**src/rtl/stream_demux3_pkg.sv**
```systemverilog
//======================================================================
// Module      : stream_demux3_pkg
// Description : Shared types and defaults for the 1:3 stream demux.
// Revision    : 1.0 - initial release
//======================================================================
`default_nettype none

package stream_demux3_pkg;

  // Destination encoding carried on in_sel
  typedef enum logic [1:0] {
    DEST_ALPHA = 2'd0,
    DEST_BETA  = 2'd1,
    DEST_GAMMA = 2'd2,
    DEST_DROP  = 2'd3
  } dest_e;

  localparam int c_DATA_W_DEFAULT = 8;
  localparam int c_CNT_W_DEFAULT  = 8;

  // One-hot view of a destination: bit 3 is the discard path
  function automatic logic [3:0] dest_onehot(input dest_e d);
    logic [3:0] v;
    v = 4'b0000;
    case (d)
      DEST_ALPHA: v = 4'b0001;
      DEST_BETA:  v = 4'b0010;
      DEST_GAMMA: v = 4'b0100;
      DEST_DROP:  v = 4'b1000;
      default:    v = 4'b0000;
    endcase
    return v;
  endfunction

endpackage

`default_nettype wire

```
**src/rtl/stream_demux3_if.sv**
```systemverilog
//======================================================================
// Module      : stream_demux3_if
// Description : Producer input stream plus three consumer channels and
//               the drop counter of the 1:3 stream demux.
// Revision    : 1.0 - initial release
//======================================================================
`default_nettype none

interface stream_demux3_if
  import stream_demux3_pkg::*;
#(
  parameter int DATA_W = c_DATA_W_DEFAULT,
  parameter int CNT_W  = c_CNT_W_DEFAULT
);

  logic              cs;
  logic [1:0]        in_sel;
  logic              in_valid;
  logic [DATA_W-1:0] in_data;
  logic              in_ready;

  logic              alpha_valid;
  logic [DATA_W-1:0] alpha_data;
  logic              alpha_ready;

  logic              beta_valid;
  logic [DATA_W-1:0] beta_data;
  logic              beta_ready;

  logic              gamma_valid;
  logic [DATA_W-1:0] gamma_data;
  logic              gamma_ready;

  logic [CNT_W-1:0]  drop_count;

  // Environment side: drives the producer stream and consumer readys
  modport master (
    output cs, in_sel, in_valid, in_data,
    input  in_ready,
    input  alpha_valid, alpha_data,
    output alpha_ready,
    input  beta_valid, beta_data,
    output beta_ready,
    input  gamma_valid, gamma_data,
    output gamma_ready,
    input  drop_count
  );

  // Demux side
  modport slave (
    input  cs, in_sel, in_valid, in_data,
    output in_ready,
    output alpha_valid, alpha_data,
    input  alpha_ready,
    output beta_valid, beta_data,
    input  beta_ready,
    output gamma_valid, gamma_data,
    input  gamma_ready,
    output drop_count
  );

endinterface

`default_nettype wire

```
**src/rtl/demux_slot.sv**
```systemverilog
//======================================================================
// Module      : demux_slot
// Description : One-entry valid/ready output register. The slot counts
//               as free while empty or while being drained, so a load
//               and a drain can happen in the same cycle.
// Revision    : 1.0 - initial release
//======================================================================
`default_nettype none

module demux_slot #(
  parameter int DATA_W = 8
) (
  input  wire logic              clk,
  input  wire logic              nreset,
  input  wire logic              load,
  input  wire logic [DATA_W-1:0] load_data,
  input  wire logic              ready,
  output logic                   valid,
  output logic [DATA_W-1:0]      data,
  output logic                   free
);

  logic              r_valid;
  logic [DATA_W-1:0] r_data;

  // Load is only raised while free, so data never changes under a stall
  always_ff @(posedge clk or negedge nreset) begin
    if (!nreset) begin
      r_valid <= 1'b0;
      r_data  <= '0;
    end else if (load) begin
      r_valid <= 1'b1;
      r_data  <= load_data;
    end else if (ready) begin
      r_valid <= 1'b0;
    end
  end

  assign valid = r_valid;
  assign data  = r_data;
  assign free  = !r_valid || ready;

endmodule

`default_nettype wire

```
**src/rtl/stream_demux3.sv**
```systemverilog
//======================================================================
// Module      : stream_demux3
// Description : Routes one valid/ready byte stream to alpha/beta/gamma
//               registered output slots by in_sel; in_sel=3 accepts
//               and discards the beat, counting it saturating.
// Revision    : 1.0 - initial release
//======================================================================
`default_nettype none

module stream_demux3
  import stream_demux3_pkg::*;
#(
  parameter int DATA_W = c_DATA_W_DEFAULT,
  parameter int CNT_W  = c_CNT_W_DEFAULT
) (
  input wire logic         clk,
  input wire logic         nreset,
  stream_demux3_if.slave   bus
);

  localparam logic [CNT_W-1:0] c_CNT_MAX = '1;

  dest_e             w_dest;
  logic [3:0]        w_dest_oh;
  logic [3:0]        w_avail;
  logic              w_in_ready;
  logic              w_xfer;
  logic [2:0]        w_load;
  logic [2:0]        w_ready;
  logic [2:0]        w_valid;
  logic [2:0]        w_free;
  logic [DATA_W-1:0] w_data [3];
  logic [CNT_W-1:0]  r_drop_count;

  assign w_dest    = dest_e'(bus.in_sel);
  assign w_dest_oh = dest_onehot(w_dest);

  // The discard path is always available; channels only when free
  assign w_avail    = {1'b1, w_free};
  assign w_in_ready = bus.cs && w_avail[bus.in_sel];
  assign w_xfer     = bus.in_valid && w_in_ready;
  assign w_load     = w_xfer ? w_dest_oh[2:0] : 3'b000;

  assign w_ready = {bus.gamma_ready, bus.beta_ready, bus.alpha_ready};

  generate
    for (genvar k = 0; k < 3; k++) begin : g_slot
      demux_slot #(
        .DATA_W (DATA_W)
      ) u_slot (
        .clk       (clk),
        .nreset    (nreset),
        .load      (w_load[k]),
        .load_data (bus.in_data),
        .ready     (w_ready[k]),
        .valid     (w_valid[k]),
        .data      (w_data[k]),
        .free      (w_free[k])
      );
    end
  endgenerate

  // Count discarded beats, sticking at all-ones
  always_ff @(posedge clk or negedge nreset) begin
    if (!nreset) begin
      r_drop_count <= '0;
    end else if (w_xfer && (w_dest == DEST_DROP) && (r_drop_count != c_CNT_MAX)) begin
      r_drop_count <= r_drop_count + 1'b1;
    end
  end

  assign bus.in_ready    = w_in_ready;
  assign bus.alpha_valid = w_valid[0];
  assign bus.alpha_data  = w_data[0];
  assign bus.beta_valid  = w_valid[1];
  assign bus.beta_data   = w_data[1];
  assign bus.gamma_valid = w_valid[2];
  assign bus.gamma_data  = w_data[2];
  assign bus.drop_count  = r_drop_count;

endmodule

`default_nettype wire

```
**src/flat_wrapper.sv**
```systemverilog
// flat-port wrapper written by rule: the top's interface ports become plain ports
module stream_demux3_flat import stream_demux3_pkg::*;
#(
  parameter int DATA_W = c_DATA_W_DEFAULT,
  parameter int CNT_W  = c_CNT_W_DEFAULT
)
  (clk, nreset, bus_cs, bus_in_sel, bus_in_valid, bus_in_data, bus_in_ready, bus_alpha_valid, bus_alpha_data, bus_alpha_ready, bus_beta_valid, bus_beta_data, bus_beta_ready, bus_gamma_valid, bus_gamma_data, bus_gamma_ready, bus_drop_count);
  stream_demux3_if #(.DATA_W(DATA_W), .CNT_W(CNT_W)) bus_i ();
  input wire logic clk;
  input wire logic nreset;
  input wire logic [$bits(bus_i.cs)-1:0] bus_cs;
  input wire logic [$bits(bus_i.in_sel)-1:0] bus_in_sel;
  input wire logic [$bits(bus_i.in_valid)-1:0] bus_in_valid;
  input wire logic [$bits(bus_i.in_data)-1:0] bus_in_data;
  output wire logic [$bits(bus_i.in_ready)-1:0] bus_in_ready;
  output wire logic [$bits(bus_i.alpha_valid)-1:0] bus_alpha_valid;
  output wire logic [$bits(bus_i.alpha_data)-1:0] bus_alpha_data;
  input wire logic [$bits(bus_i.alpha_ready)-1:0] bus_alpha_ready;
  output wire logic [$bits(bus_i.beta_valid)-1:0] bus_beta_valid;
  output wire logic [$bits(bus_i.beta_data)-1:0] bus_beta_data;
  input wire logic [$bits(bus_i.beta_ready)-1:0] bus_beta_ready;
  output wire logic [$bits(bus_i.gamma_valid)-1:0] bus_gamma_valid;
  output wire logic [$bits(bus_i.gamma_data)-1:0] bus_gamma_data;
  input wire logic [$bits(bus_i.gamma_ready)-1:0] bus_gamma_ready;
  output wire logic [$bits(bus_i.drop_count)-1:0] bus_drop_count;
  assign bus_i.cs = bus_cs;
  assign bus_i.in_sel = bus_in_sel;
  assign bus_i.in_valid = bus_in_valid;
  assign bus_i.in_data = bus_in_data;
  assign bus_in_ready = bus_i.in_ready;
  assign bus_alpha_valid = bus_i.alpha_valid;
  assign bus_alpha_data = bus_i.alpha_data;
  assign bus_i.alpha_ready = bus_alpha_ready;
  assign bus_beta_valid = bus_i.beta_valid;
  assign bus_beta_data = bus_i.beta_data;
  assign bus_i.beta_ready = bus_beta_ready;
  assign bus_gamma_valid = bus_i.gamma_valid;
  assign bus_gamma_data = bus_i.gamma_data;
  assign bus_i.gamma_ready = bus_gamma_ready;
  assign bus_drop_count = bus_i.drop_count;
  stream_demux3 #(.DATA_W(DATA_W), .CNT_W(CNT_W)) u_core (.clk(clk), .nreset(nreset), .bus(bus_i));
endmodule
```
**config.mk**
```make
export PLATFORM = sky130hd
export DESIGN_NAME = stream_demux3_flat
export DESIGN_NICKNAME = d
export VERILOG_FILES = /design/src/rtl/stream_demux3_pkg.sv /design/src/rtl/stream_demux3_if.sv /design/src/rtl/demux_slot.sv /design/src/rtl/stream_demux3.sv /design/src/flat_wrapper.sv
export SDC_FILE = /design/constraint.sdc
export NUM_CORES = 1
export LEC_CHECK = 0
export ABC_AREA = 1
export CAP_MARGIN = 10
export CORE_MARGIN = 3
export CORE_UTILIZATION = 25
export CTS_CLUSTER_DIAMETER = 40
export DETAILED_ROUTE_END_ITERATION = 6
export GPL_ROUTABILITY_DRIVEN = 0
export GPL_TIMING_DRIVEN = 0
export HOLD_SLACK_MARGIN = 0.03
export PLACE_DENSITY_LB_ADDON = 0.2
export SLEW_MARGIN = 30
export SYNTH_ARGS = -nofsm -noshare
export SYNTH_HDL_FRONTEND = slang
export SYNTH_SLANG_ARGS = --single-unit
```
**constraint.sdc**
```tcl
create_clock -name clk -period 1.3 [get_ports clk]
set_input_delay 0.26 -clock clk [delete_from_list [all_inputs] [get_ports clk]]
set_output_delay 0.26 -clock clk [all_outputs]
set_load 0.005 [all_outputs]
```
# Word-level counts from Yosys, hierarchy flattened

Cells that the tools add are included.
W data, S select, Z words.

Register bits: 35
Input port bits: 17
Output and inout port bits: 36
Logic and storage cells: 37

$add $sub $neg: 1
Order comparisons: 1
Equality and inequality tests: 4
Multiplexer cells: 10
Reduce and logical (&&, ||, !) cells: 14

Operators by type and width:

| operator              | count |
|---|---|
| $pmux W3 S4           | 1 |
| $add A8 B1 Y8 const B | 1 |
| $ne A8 B8 Y1 const B  | 1 |
| $mux W1               | 7 |
| $reduce_bool A2 Y1    | 3 |
| $eq A2 B2 Y1 const B  | 2 |
| $logic_and A1 B1 Y1   | 4 |
| $logic_not A1 Y1      | 3 |
| $logic_or A1 B1 Y1    | 3 |
| $lt A2 B3 Y1 const B  | 1 |
| $mux W3               | 1 |
| $bmux W1 S2           | 1 |
| $eq A2 B1 Y1 const B  | 1 |
| $logic_not A2 Y1      | 1 |

# Logic depth before layout (Yosys ltp)

Gate-level depths: netlist of the first run.

Depth in word-level cells: 8
Gate-level depth with buffers: 8
Mapped depth without buffers: 8

# Cells and area by module

A second synthesis of the first run with hierarchy kept.

Cells, all modules: 200
Area total of the unflattened synthesis: 1597.8 um2

Modules (own cells, without submodules):

| module        | instances | cells an instance | area each (um2) | sequential area each (um2) |
|---|---|---|---|---|
| demux_slot    | 3         | 38                | 341.6           | 225.2 |
| stream_demux3 | 1         | 86                | 573.0           | 200.2 |

# Least setup slack after synthesis of the first run

OpenSTA, ideal clock, no wires.

Path kind: register to register
Start: register u_core.r_drop_count[0] (netlist: u_core.bus.drop_count[0])
End: register u_core.r_drop_count[5] (netlist: u_core.bus.drop_count[5])
Data arrival time: 1.360 ns
Data required time: 1.181 ns
Slack: -0.178 ns
Cell stages (with the launch flop): 8
Buffers on the path: 0
Clock period less this slack: 1.478 ns
Path through: dfrtp_1 -> ha_1 -> inv_1 -> nor2_1 -> a21oi_2 -> nand3_2 -> nand2_1 -> nand2_1

Word-level cells in the longest chain between the ends: 2
Elaborated cells on any way between the ends: 3
Classes of those cells: 1 x add/sub; 1 x eq/ne; 1 x reduce/logical

RTL lines:

| item                                                  | RTL line            | source |
|---|---|---|
| start, declared                                       | stream_demux3.sv:33 | `logic [CNT_W-1:0] r_drop_count;` |
| start signal, assigned                                | stream_demux3.sv:68 | `r_drop_count <= r_drop_count + 1'b1;` |
| branches (longest 2 deep; another with $add A8 B1 Y8) | -                   |  |

Several ways; the timed one is not identified.
A chain may end at the register's enable or synchronous reset.

# Worst setup path in the final report of the first run

Start: input bus_beta_ready
End: output bus_in_ready

Word-level cells in the longest chain between the ends: 4

RTL lines:

| item                          | RTL line            | source |
|---|---|---|
| start, declared               | flat_wrapper.sv:21  | `input wire logic [$bits(bus_i.beta_ready)-1:0] bus_beta_ready;` |
| $logic_or A1 B1 Y1            | demux_slot.sv:41    | `assign free = !r_valid \|\| ready;` |
| $bmux W1 S2                   | stream_demux3.sv:40 | `assign w_in_ready = bus.cs && w_avail[bus.in_sel];` |
| $mux W1 (not written as such) | stream_demux3.sv:40 |  |
| $logic_and A1 B1 Y1           | stream_demux3.sv:40 |  |
| end, declared                 | flat_wrapper.sv:15  | `output wire logic [$bits(bus_i.in_ready)-1:0] bus_in_ready;` |

No other way between the ends. The select of a mux whose other input is x is not followed.

==> results.sh, run 1 <==
export IMPL_hold_ws_ns=0.202
export IMPL_synth_area_leaders="dfrtp_1, nand2_1, nand4_1"
export IMPL_rsz0062_at_grt="true"
export IMPL_violations="negative setup slack"
export IMPL_synth_area_per_cell_um2=8.48
export IMPL_ioPinCount=53
export IMPL_h_tree_depth=2
export IMPL_die_h_um=87.7
export IMPL_ys_seq_area_share_pct=52.4
export IMPL_required_ns=1.04
export IMPL_antenna_left=0
export IMPL_die_w_um=87.7
export IMPL_power_density_mw_per_mm2=1160
export IMPL_dp_cells=326
export IMPL_synthesis_area_mm2=0.00167
export IMPL_antenna_found_initial=0
export IMPL_synth_seq_cells=35
export IMPL_clock_sinks=35
export IMPL_coreArea_mm2=0.00642
export IMPL_drt_initial_drc_count=73
export IMPL_start_kind="input pin"
export IMPL_dr_pass1_iters=4
export IMPL_final_hold_viol_count=0
export IMPL_finalMaxSlewViolations=0
export IMPL_initial_core_util_pct=26.0
export IMPL_period_needed_ns=1.51
export IMPL_setup_tns_ns=-4.05
export IMPL_drc=0
export IMPL_finalNetCount=311
export IMPL_critPathArrivalTime_ns=1.25
export IMPL_grt_max_degree=20
export IMPL_power_total_mw=3.27
export IMPL_synth_top_area_share_pct=52.4
export IMPL_grt_pass1_vias=1652
export IMPL_fp_dieArea_mm2=0.00770
export IMPL_synthCells=197
export IMPL_fin_crit_sh_pct=116
export IMPL_finish_utilization_pct=43.8
export IMPL_critPathMaxFanout=2
export IMPL_viasPerCell=4.61
export IMPL_setup_viol=35
export IMPL_overflow=0
export IMPL_final_common_cell="nand2_1"
export IMPL_pre_cts_ws_ns=-1.18
export IMPL_via_count=1709
export IMPL_path_clk_slew_ns=0.07
export IMPL_avgRoutedWirePerCell_um=14.3
export IMPL_mostFrequentLayoutCells="nand2_1, dlygate4sd2_1, nand4_1, buf_4, dfrtp_1"
export IMPL_grt_first_pass_wirelength_um=8430
export IMPL_cts_tree="yes"
export IMPL_wl_um=5290
export IMPL_final_layout_size_suffix_gt1_share_pct=31.0
export IMPL_worstSetupPathType="in2out"
export IMPL_grt_use_total_pct=14.4
export IMPL_final_setup_skew_ns=0.00522
export IMPL_hold_class="in2reg"
export IMPL_yosysUniqueCellTypes=18
export IMPL_p_leak_nw=1.45
export IMPL_syn_num_nets=215
export IMPL_port_buffers=51
export IMPL_place_area_mm2=0.00233
export IMPL_slew_headroom_pct=68.1
export IMPL_dpl_hpwl_um=3450
export IMPL_rows=29
export IMPL_status="finished, violations left"
export IMPL_worst_pin_slew_ns=0.479
export IMPL_final_cells=371
export IMPL_worst_skew_pair_late_latency_ns=0.29
export IMPL_area_growth_syn_to_layout_pct=68.4
export IMPL_yosysWarnings=0
export IMPL_final_area_mm2=0.00281
export IMPL_yosysTopAreaCell="dfrtp_1"
export IMPL_timing_final_ws_setup_ns=-0.205
export IMPL_fmax_mhz=664
export IMPL_numCtsBuffers=5
export IMPL_cp_end_kind="output port"
export IMPL_clockBufferDepth=2
export IMPL_diodes=0
export IMPL_cts_root_buf="clkbuf_8"
export IMPL_maxCapViolations=0
export IMPL_peakVddDrop_v=0.000507
==> metal layers <==
layer	wire [µm]	global-route usage, %	part of all wire, %
met2	2490	21.4	47
met4	40	4.32	0.76
met1	2550	20.5	48
met3	213	3.86	4.0
met5	0	0	0
==> area by class of cell <==
cell class,instances,area (µm²)
clock buffers,6,72.6
fillers,652,3610
multi-input cells,146,860
repair buffers,86,786
inverters,12,45.0
plain buffers,7,58.8
clock inverters,2,12.5
flip-flops and latches,35,882
well taps,77,96.3
==> worst max-delay path: stages <==
cell,delay [ns]
clkdlybuf4s50_1,0.47
nor2_1,0.05
nand2_1,0.06
nand2_2,0.08
nor2_4,0.13
buf_6,0.12
buf_6,0.09
==> cell families after synthesis <==
logic type,after synthesis,synth area share [%]
xor+xnor,3,1.57
fa+ha+maj,1,0.749
buf+inv,19,5.62
simple gates,134,37.9
compound gates,5,1.72
flops,35,52.4
==> timing repair <==
item / CTS / global route
hold buffers: 1 / 0
gates cloned: 0 / 4
buffers inserted: 30 / 2
gates resized for setup: 61 / 31
endpoints found under the hold margin: 16 / 0
endpoints found under the setup margin: 71 / 36
pin swaps: 8 / 14
==> final timing paths <==
path | start | to | slack (ns) | cells past startpoint
worst max register to register | u_core.g_slot[2].u_slot.valid$_DFFE_PN0P_ | u_core.bus.drop_count[6]$_DFFE_PN0P_ | -0.17 | 10
worst max-delay path | bus_beta_ready | bus_in_ready | -0.21 | 7
worst min-delay path | bus_alpha_ready | u_core.g_slot[0].u_slot.valid$_DFFE_PN0P_ | 0.20 | 2
max in group asynchronous | nreset | u_core.bus.drop_count[0]$_DFFE_PN0P_ | 0.39 | 3
min in group asynchronous | nreset | u_core.g_slot[1].u_slot.data[6]$_DFFE_PN0P_ | 0.45 | 2
worst min register to register | u_core.g_slot[1].u_slot.data[1]$_DFFE_PN0P_ | u_core.g_slot[1].u_slot.data[1]$_DFFE_PN0P_ | 0.47 | 2
==> synth_stat cells <==
cell type,n
nand2_1,82
dfrtp_1,35
nand4_1,33
inv_1,12
nor2_1,7
nand3_2,4
o21ai_0,4
buf_6,3
nand3_1,3
nor2_2,3
buf_1,2
clkbuf_1,2
xnor2_1,2
a21oi_2,1
ha_1,1
nand3b_1,1
nor2_4,1
xor2_1,1
==> power by group <==
group          internal (mW)  switching (mW)
logic                  0.605           0.486
clock network          0.374           0.403
registers               1.29           0.112
total                   2.27            1.00
==> flip-flops by register name (all words and copies together), names as in the netlist <==
register,cells
u_core.g_slot.u_slot.valid,3
u_core.bus.drop_count,8
u_core.g_slot.u_slot.data,24
Power figures use the tool's default switching activity.
==> run 2, diff against run 1 <==
--- a/config.mk
+++ b/config.mk
@@ -7,7 +7,7 @@
 export LEC_CHECK = 0
 export ABC_AREA = 1
 export CAP_MARGIN = 10
-export CORE_MARGIN = 3
+export CORE_MARGIN = 8
 export CORE_UTILIZATION = 25
 export CTS_CLUSTER_DIAMETER = 40
 export DETAILED_ROUTE_END_ITERATION = 6
==> results.sh, run 2 (synthesis gave the netlist of run 1 again) <==
export IMPL_status="finished, violations left"
export IMPL_violations="negative setup slack"
export IMPL_final_layout_size_suffix_gt1_share_pct=29.1
export IMPL_die_w_um=97.7
export IMPL_peakVddDrop_v=0.000648
export IMPL_final_setup_skew_ns=0.00484
export IMPL_start_kind="input pin"
export IMPL_mostFrequentLayoutCells="nand2_1, dlygate4sd2_1, nand4_1, dfrtp_1, buf_4"
export IMPL_cp_num_buf_inv=3
export IMPL_final_cells=366
export IMPL_multiInputGateArea_um2=816
export IMPL_critPathArrivalTime_ns=1.25
export IMPL_fmax_mhz=664
export IMPL_period_needed_ns=1.51
export IMPL_fill_cells=626
export IMPL_power_density_mw_per_mm2=1300
export IMPL_fin_crit_sh_pct=116
export IMPL_h_tree_depth=2
export IMPL_drc=0
export IMPL_via_count=1646
export IMPL_area_growth_syn_to_layout_pct=66.9
export IMPL_critPathMaxFanout=2
export IMPL_die_h_um=97.7
export IMPL_timing_final_ws_setup_ns=-0.207
export IMPL_grt_first_pass_wirelength_um=8760
export IMPL_required_ns=1.04
export IMPL_slew_headroom_pct=51.5
export IMPL_fp_dieArea_mm2=0.00955
export IMPL_p_leak_nw=1.44
export IMPL_critPathTopFamily="buffers and inverters"
export IMPL_drt_initial_drc_count=107
export IMPL_grt_pass1_vias=1682
export IMPL_reg2reg_slack_ns=-0.14
export IMPL_initial_core_util_pct=26.0
export IMPL_final_hold_viol_count=0
export IMPL_cp_slowest_stage_delay_ns=0.48
export IMPL_hold_class="in2reg"
export IMPL_numCtsBuffers=5
export IMPL_clock_sinks=35
export IMPL_rsz0062_at_grt="true"
export IMPL_regArea_um2=880
export IMPL_antenna_left=0
export IMPL_antenna_found_initial=0
export IMPL_crit_slowest_cell="clkdlybuf4s50_1"
export IMPL_dp_cells=326
export IMPL_worst_skew_pair_late_latency_ns=0.28
export IMPL_setup_viol=36
export IMPL_hold_ws_ns=0.296
export IMPL_crit_path_frequent_cell="buf_6"
export IMPL_final_common_cell="nand2_1"
export IMPL_path_clk_slew_ns=0.07
export IMPL_worstSetupPathType="in2out"
export IMPL_largest_reg_flops=24
export IMPL_coreArea_mm2=0.00642
export IMPL_finish_utilization_pct=43.4
export IMPL_overflow=0
export IMPL_clockBufferDepth=2
export IMPL_cp_end_kind="output port"
export IMPL_cts_root_buf="clkbuf_8"
export IMPL_finalMaxSlewViolations=0
export IMPL_avgRoutedWirePerCell_um=14.6
export IMPL_crit_path_cell_trace="clkdlybuf4s50_1 > nor2_1 > nand2_1 > nand2_2 > nor2_4 > buf_6 > buf_6"
export IMPL_finalNetCount=306
export IMPL_rows=29
export IMPL_worst_pin_slew_ns=0.728
export IMPL_port_buffers=51
export IMPL_grt_use_total_pct=11.4
export IMPL_cts_tree="yes"
export IMPL_ioPinCount=53
export IMPL_pre_cts_ws_ns=-1.20
export IMPL_wl_um=5350
export IMPL_diodes=0
export IMPL_viasPerCell=4.50
export IMPL_dr_pass1_iters=4
export IMPL_maxCapViolations=0
export IMPL_dpl_hpwl_um=3780
export IMPL_grt_max_degree=21
[run 2: changes by cell type in the layout (fill, tap and decap cells not counted), moves of 2 or more]
| cell | before | now |
|---|---|---|
| o21ai_1 | 0 | 2 |
| nand3_4 | 6 | 4 |
| bufinv_16 | 0 | 2 |
| buf_1 | 0 | 2 |
| dfrtp_2 | 5 | 3 |
| dlygate4sd2_1 | 36 | 34 |
| clkbuf_2 | 2 | 0 |
| dfrtp_1 | 30 | 32 |
[run 2: worst register-to-register path: cells and delay by family, from the launching register on]
kind | cells | cell delay (ns)
AND/OR/NAND/NOR | 7 | 0.59
flip-flops | 1 | 0.40
buffers and inverters | 3 | 0.35
[run 2: layout make-up]
type	instances	area share, %
inverters	12	1.62
well taps	77	3.46
clock buffers	6	2.60
repair buffers	84	27.5
flip-flops and latches	35	31.6
clock inverters	2	2.15
plain buffers	7	1.89
multi-input cells	143	29.3
[run 2: final timing paths]
| kind | startpoint | endpoint | cells after the start |
|---|---|---|---|
| worst max-delay path | bus_beta_ready | bus_in_ready | 7 |
| worst min-delay path | bus_alpha_ready | u_core.g_slot[0].u_slot.valid$_DFFE_PN0P_ | 2 |
| worst max register to register | u_core.g_slot[0].u_slot.valid$_DFFE_PN0P_ | u_core.g_slot[0].u_slot.data[7]$_DFFE_PN0P_ | 10 |
| worst min register to register | u_core.g_slot[0].u_slot.data[6]$_DFFE_PN0P_ | u_core.g_slot[0].u_slot.data[6]$_DFFE_PN0P_ | 2 |
| max in group asynchronous | nreset | u_core.bus.drop_count[2]$_DFFE_PN0P_ | 3 |
| min in group asynchronous | nreset | u_core.bus.drop_count[4]$_DFFE_PN0P_ | 2 |
[run 2: metal layers]
metal / vias to the layer above / GRT usage [%] / routed length, µm
li1: 842 / - / -
met1: 764 / 14.5 / 2510
met2: 33 / 18.3 / 2530
met3: 7 / 3.26 / 241
met4: 0 / 3.72 / 69
met5: - / 0 / 0
[run 2: report_power, final]
part	switching (mW)	total [mW]	internal, mW
Clock	0.392	1.16	0.767
Sequential	0.123	1.41	1.29
Combinational	0.474	1.06	0.590
[run 2: what timing repair did]
item                                    in CTS  in global routing
pin swaps                                    6                 11
endpoints found under the setup margin      71                 37
buffers inserted                            24                  6
resized for setup                           59                 29
hold buffers                                 1                  0
gates cloned                                 0                  1
endpoints found under the hold margin       15                  0
[run 2: stage by stage]
step | TNS [ns] | instance area, µm² | total power, mW
2_1_floorplan | -0.00342 | 1700 | 1.76
3_3_place_gp | -58.79 | 2310 | 2.34
3_5_place_dp | -27.29 | 2330 | 2.35
4_1_cts | -3.94 | 2650 | 3.57
5_1_grt | -7.86 | 2790 | 3.84
6_report | -4.80 | 2790 | 3.63
